`config.mk`:
```
export PLATFORM = sky130hd
export DESIGN_NAME = countersync_down_timer
export DESIGN_NICKNAME = d
export VERILOG_FILES = /design/src/rtl/countersync_down_timer.sv
export SDC_FILE = /design/constraint.sdc
export NUM_CORES = 1
export LEC_CHECK = 0
export CAP_MARGIN = 20
export CORE_MARGIN = 2
export CORE_UTILIZATION = 40
export DETAILED_ROUTE_END_ITERATION = 12
export GPL_TIMING_DRIVEN = 0
export MAX_ROUTING_LAYER = met4
export PLACE_DENSITY = 0.74
export SETUP_SLACK_MARGIN = 0.2
export SLEW_MARGIN = 20
export SYNTH_ARGS = -nofsm -noshare
export SYNTH_HDL_FRONTEND = slang
export SYNTH_SLANG_ARGS = --single-unit
export TNS_END_PERCENT = 100
```
`constraint.sdc`:
```
create_clock -name clk_i -period 1.85 [get_ports clk_i]
set_input_delay 0.37 -clock clk_i [delete_from_list [all_inputs] [get_ports clk_i]]
set_output_delay 0.37 -clock clk_i [all_outputs]
set_load 0.02 [all_outputs]
```
`src/rtl/countersync_down_timer.sv`:
```
// countersync_down_timer
//   Loadable synchronous down-counter/timer. A load value is counted down to
//   zero on enabled edges; the terminal edge (Q going from 1) produces a
//   one-cycle Borrow pulse and either stops the counter in DONE (one-shot) or
//   restarts it from the reload register (auto-reload).
//
// Handshake/strobe semantics: there is no valid/ready pair. load_i is a
//   single-cycle strobe sampled on the rising edge and has priority over
//   everything else. en_i is a level qualifier sampled on every rising edge
//   and is only honoured in RUN.
//
// Ports
//   clk_i     system clock, rising edge active
//   rst_ni    asynchronous active-low reset
//   load_i    synchronous load strobe, captures d_i into Q and reload register
//   d_i       load value
//   en_i      count enable
//   reload_i  1 = auto-reload, 0 = one-shot (sampled at the terminal edge only)
//   q_o       current count (registered)
//   zero_o    Q == 0
//   borrow_o  one-cycle terminal-count pulse (registered)
//   busy_o    high while in RUN
//   done_o    one-shot completion flag, sticky until the next load
//   state_o   FSM state for observation (0 IDLE, 1 RUN, 2 DONE)
module countersync_down_timer #(
  parameter int WIDTH = 4
) (
  input  logic             clk_i,
  input  logic             rst_ni,
  input  logic             load_i,
  input  logic [WIDTH-1:0] d_i,
  input  logic             en_i,
  input  logic             reload_i,
  output logic [WIDTH-1:0] q_o,
  output logic             zero_o,
  output logic             borrow_o,
  output logic             busy_o,
  output logic             done_o,
  output logic [1:0]       state_o
);

  typedef enum logic [1:0] {
    ST_IDLE = 2'd0,
    ST_RUN  = 2'd1,
    ST_DONE = 2'd2
  } state_e;

  localparam logic [WIDTH-1:0] CNT_ZERO = '0;
  localparam logic [WIDTH-1:0] CNT_ONE  = {{(WIDTH-1){1'b0}}, 1'b1};

  state_e           state_q, state_d;
  logic [WIDTH-1:0] q_q, q_d;
  logic [WIDTH-1:0] r_q, r_d;
  logic             borrow_q, borrow_d;

  // State and datapath registers
  always_ff @(posedge clk_i or negedge rst_ni) begin
    if (!rst_ni) begin
      state_q  <= ST_IDLE;
      q_q      <= '0;
      r_q      <= '0;
      borrow_q <= 1'b0;
    end else begin
      state_q  <= state_d;
      q_q      <= q_d;
      r_q      <= r_d;
      borrow_q <= borrow_d;
    end
  end

  // Next-state and next-count logic
  always_comb begin
    state_d  = state_q;
    q_d      = q_q;
    r_d      = r_q;
    borrow_d = 1'b0;
    if (load_i) begin
      // Load wins over a coincident terminal count; no Borrow for that edge.
      q_d     = d_i;
      r_d     = d_i;
      state_d = (d_i != CNT_ZERO) ? ST_RUN : ST_IDLE;
    end else begin
      case (state_q)
        ST_RUN: begin
          if (en_i) begin
            if (q_q == CNT_ONE) begin
              borrow_d = 1'b1;
              if (reload_i) begin
                q_d = r_q;
              end else begin
                q_d     = CNT_ZERO;
                state_d = ST_DONE;
              end
            end else begin
              q_d = q_q - CNT_ONE;
            end
          end
        end
        ST_IDLE: state_d = ST_IDLE;
        ST_DONE: state_d = ST_DONE;
        default: state_d = ST_IDLE;
      endcase
    end
  end

  // Outputs; Done is exactly "in DONE", which is entered only from the
  // one-shot terminal edge and left only by a load.
  always_comb begin
    q_o      = q_q;
    zero_o   = (q_q == CNT_ZERO);
    borrow_o = borrow_q;
    busy_o   = (state_q == ST_RUN);
    done_o   = (state_q == ST_DONE);
    state_o  = state_q;
  end

endmodule

```
==> summary.md <==
| Metric | Value |
|---|---|
| Outcome | `completed` |
| Post-route clock period utilization | `0.9815` |
| R2R cell count | `6` |
| Core Area | `1541 um^2` |
| Post-synth EDFFs | `0` |
| CP arrival | `roughly 2 ns` |
| Detailed placement HPWL | `1.084 mm` |
| Hold buffers post-CTS | `0` |
| Max_slew headroom | `0.6491` |
| Area leader, netlist | `dfrtp_1` |
| Die height | `44.80 um` |
| Worst r2r src | `q_o[1]$_DFFE_PN0P_` |
| Die area | `2007 um^2` |
| Grt total ovfl | `0` |
| Routed Wire Length | `~1.6 mm` |
| Synth top cells by count | `dfrtp_1, inv_1, ha_1, nand2_1, o21ai_0` |
| Htree depth | `1` |
| First-pass detailed-route iteration total | `4` |
| Critical path class | `reg -> reg` |
| CTS tree | `built` |
| #FFs+latches synth | `11` |
| Worst VDD drop | `0.4701 mV` |
| End point of the critical path | `state_o[1]$_DFFE_PN0P_` |
| Worst slew pin tran | `roughly 0.52 ns` |
| Number of global-route vias before repair | `617` |
| Seq/Total Area, Yosys | `0.4135` |
| Max_cap viols | `0` |
| Final ANT Viol Nets | `0` |
| DR vias/cell | `5.700` |
| Placer Congestion | `0.7949` |
| Area Overhead vs Synth | `48.12%` |
| Crit-path max FO | `4` |
| CTS root buf | `clkbuf_4` |
| Die W | `44.80 um` |
| Count leader, synth | `dfrtp_1` |
| Clock sink count | `11` |
| Filler Cell Count | `141` |
| Placed inst area | `roughly 900 um^2` |
| Count of final hold-check violations | `0` |
| Starting Density | `0.4318` |
| I/O Buffers | `18` |
| Wirelength per Cell | `14.69 um` |
| Layout cells sized above 1 | `0.3085` |
| Antenna violations before repair | `0` |
| Initial DRC Count | `18` |
| Syn nets | `80` |
| Yosys warns | `0` |
| Clock slew at reported path FFs | `0.08 ns` |
| WP data required | `2.01 ns` |
| Slew Viols, Final | `0` |
| Post-layout util | `0.6396` |
| Crit path from | `q_o[1]$_DFFE_PN0P_` |
| Synth top area cells | `dfrtp_1, ha_1, mux2_2` |
| Ys async rst share | `1.000` |
| Netlist cell types | `28` |
| Worst min-delay path category | `in -> async` |
| Synth Flop Type | `dfrtp_1` |
| Period minus WS final | `between 1.5 and 2 ns` |
| CP endpoint kind | `register` |
| Lkg Pwr | `0.4473 nW` |
| Clock buffer count from CTS | `3` |
| Synthesized instance count | `66` |
| Clk Latency, worst-skew pair | `0.28 ns` |
| Num ports | `19` |
| Share of the synthesized area in the top cell type | `0.4135` |
| Setup violations, final | `0` |
| GRT Total Usage | `0.1872` |
| Reg-to-Reg End | `state_o[1]$_DFFE_PN0P_` |
| Number of core rows | `14` |
| Reg2reg setup slack | `0.03 ns` |
| Clock buffer depth | `2` |
| Largest net degree at the start of global routing | `12` |
| Startpoint types | `register` |
| Syn_area_per_cell | `10.09 um^2` |
| RSZ-0062 raised after global routing | `true` |
| Residual DRC count | `0` |
| F_max | `0.5507 GHz` |
| Final net count | `109` |
| PD cells | `780.0 nW/um^2` |
| Syn Std Cell Area | `665.6 um^2` |
| First-pass GRT wire length | `2.566 mm` |
| # diodes | `0` |
| Design area | `985.9 um^2` |
| Vias post-DR | `627` |
| Clock skew | `between 0.01 and 0.015 ns` |
==> metrics by stage <==
step           total power (W)  std cells  hold slack, ns    TNS, ns  setup WS, ns
2_1_floorplan        0.0004553         66         0.07441          0       0.03585
6_report             0.0007690        110          0.4260          0       0.03422
3_3_place_gp         0.0005610        100          0.4913          0       0.02231
3_5_place_dp         0.0005642        100          0.4934          0      0.005488
4_1_cts              0.0007426        108          0.4390          0       0.02758
5_1_grt              0.0008088        110          0.4778  -0.003309     -0.003309
==> worst max-delay path, cell delays in order, from the launching register on <==
cell	delay, ns
dfrtp_2	0.45
inv_4	0.07
ha_4	0.13
or3b_4	0.37
buf_6	0.13
o31a_1	0.25
mux2_4	0.29
==> area by class of cell <==
type	count	area, um^2	share of cell area
multi-input combinational	45	399.1	0.4048
sequential	11	279.0	0.2830
timing repair buffer	24	212.7	0.2157
inverter	7	28.78	0.02919
clock buffer	3	22.52	0.02284
tap	16	20.02	0.02030
buffer	3	18.77	0.01904
clock inverter	1	5.005	0.005076
==> report_power, final <==
group          internal [W]  leakage [nW]  switching (W)
clock             0.0000802        0.0177      0.0000902
sequential         0.000269         0.132      0.0000344
combinational      0.000149         0.298       0.000146
==> placed cells by master, fill, tap and decap left out, drive strengths merged <==
cell / instances
o31a: 2
clkdlybuf4s15: 1
clkdlybuf4s50: 9
and4b: 1
inv: 7
dfrtp: 11
or3b: 1
mux2: 4
clkinv: 1
or4: 1
clkbuf: 6
ha: 5
nor2: 2
o31ai: 1
nand3b: 1
o311ai: 1
a31oi: 1
nand2: 4
nor3: 2
a21oi: 2
o21ai: 4
dlygate4sd2: 5
nor3b: 1
mux2i: 1
nand3: 1
or2b: 1
buf: 8
a22oi: 2
o211ai: 1
dlymetal6s2s: 1
nor2b: 3
o41ai: 3
==> state kept, by name, indices dropped and copies added, names as in the netlist <==
register  flops
r_q           4
borrow_o      1
state_o       2
q_o           4
==> kinds of logic (layout without fill, tap and decap cells) <==
kind of cell | after synthesis | in the layout | synth area share
compound gates | 17 | 17 | 0.1861
fa+ha+maj | 5 | 5 | 0.09398
buf+inv | 10 | 38 | 0.05827
flops | 11 | 11 | 0.4135
mux | 5 | 5 | 0.08834
simple gates | 18 | 18 | 0.1598
==> what timing repair did <==
item / CTS / global route
pin swaps: 1 / 1
resized for setup: 18 / 10
setup endpoints to repair: 11 / 9
hold endpoints to repair: 0 / 0
setup buffers: 4 / 2
==> worst min path at each step <==
stage / start / endpoint / slack (ns) / depth (start not counted)
3_3_place_gp: r_q[0]$_DFFE_PN0P_ / r_q[0]$_DFFE_PN0P_ / 0.49 / 1
2_1_floorplan: rst_ni / borrow_o$_DFF_PN0_ / 0.07 / 0
3_5_place_dp: r_q[2]$_DFFE_PN0P_ / r_q[2]$_DFFE_PN0P_ / 0.49 / 1
4_1_cts: rst_ni / r_q[0]$_DFFE_PN0P_ / 0.44 / 1
5_1_grt: rst_ni / r_q[0]$_DFFE_PN0P_ / 0.48 / 1
6_report: rst_ni / r_q[0]$_DFFE_PN0P_ / 0.43 / 1
==> routing by layer <==
layer,vias up,GRT usage,part of all wire
li1,297,-,-
met1,304,0.2056,0.43
met2,24,0.3043,0.49
met3,2,0.08800,0.074
met4,0,0.05294,0.011
met5,-,-,0
(Power assumes the default switching activity.)
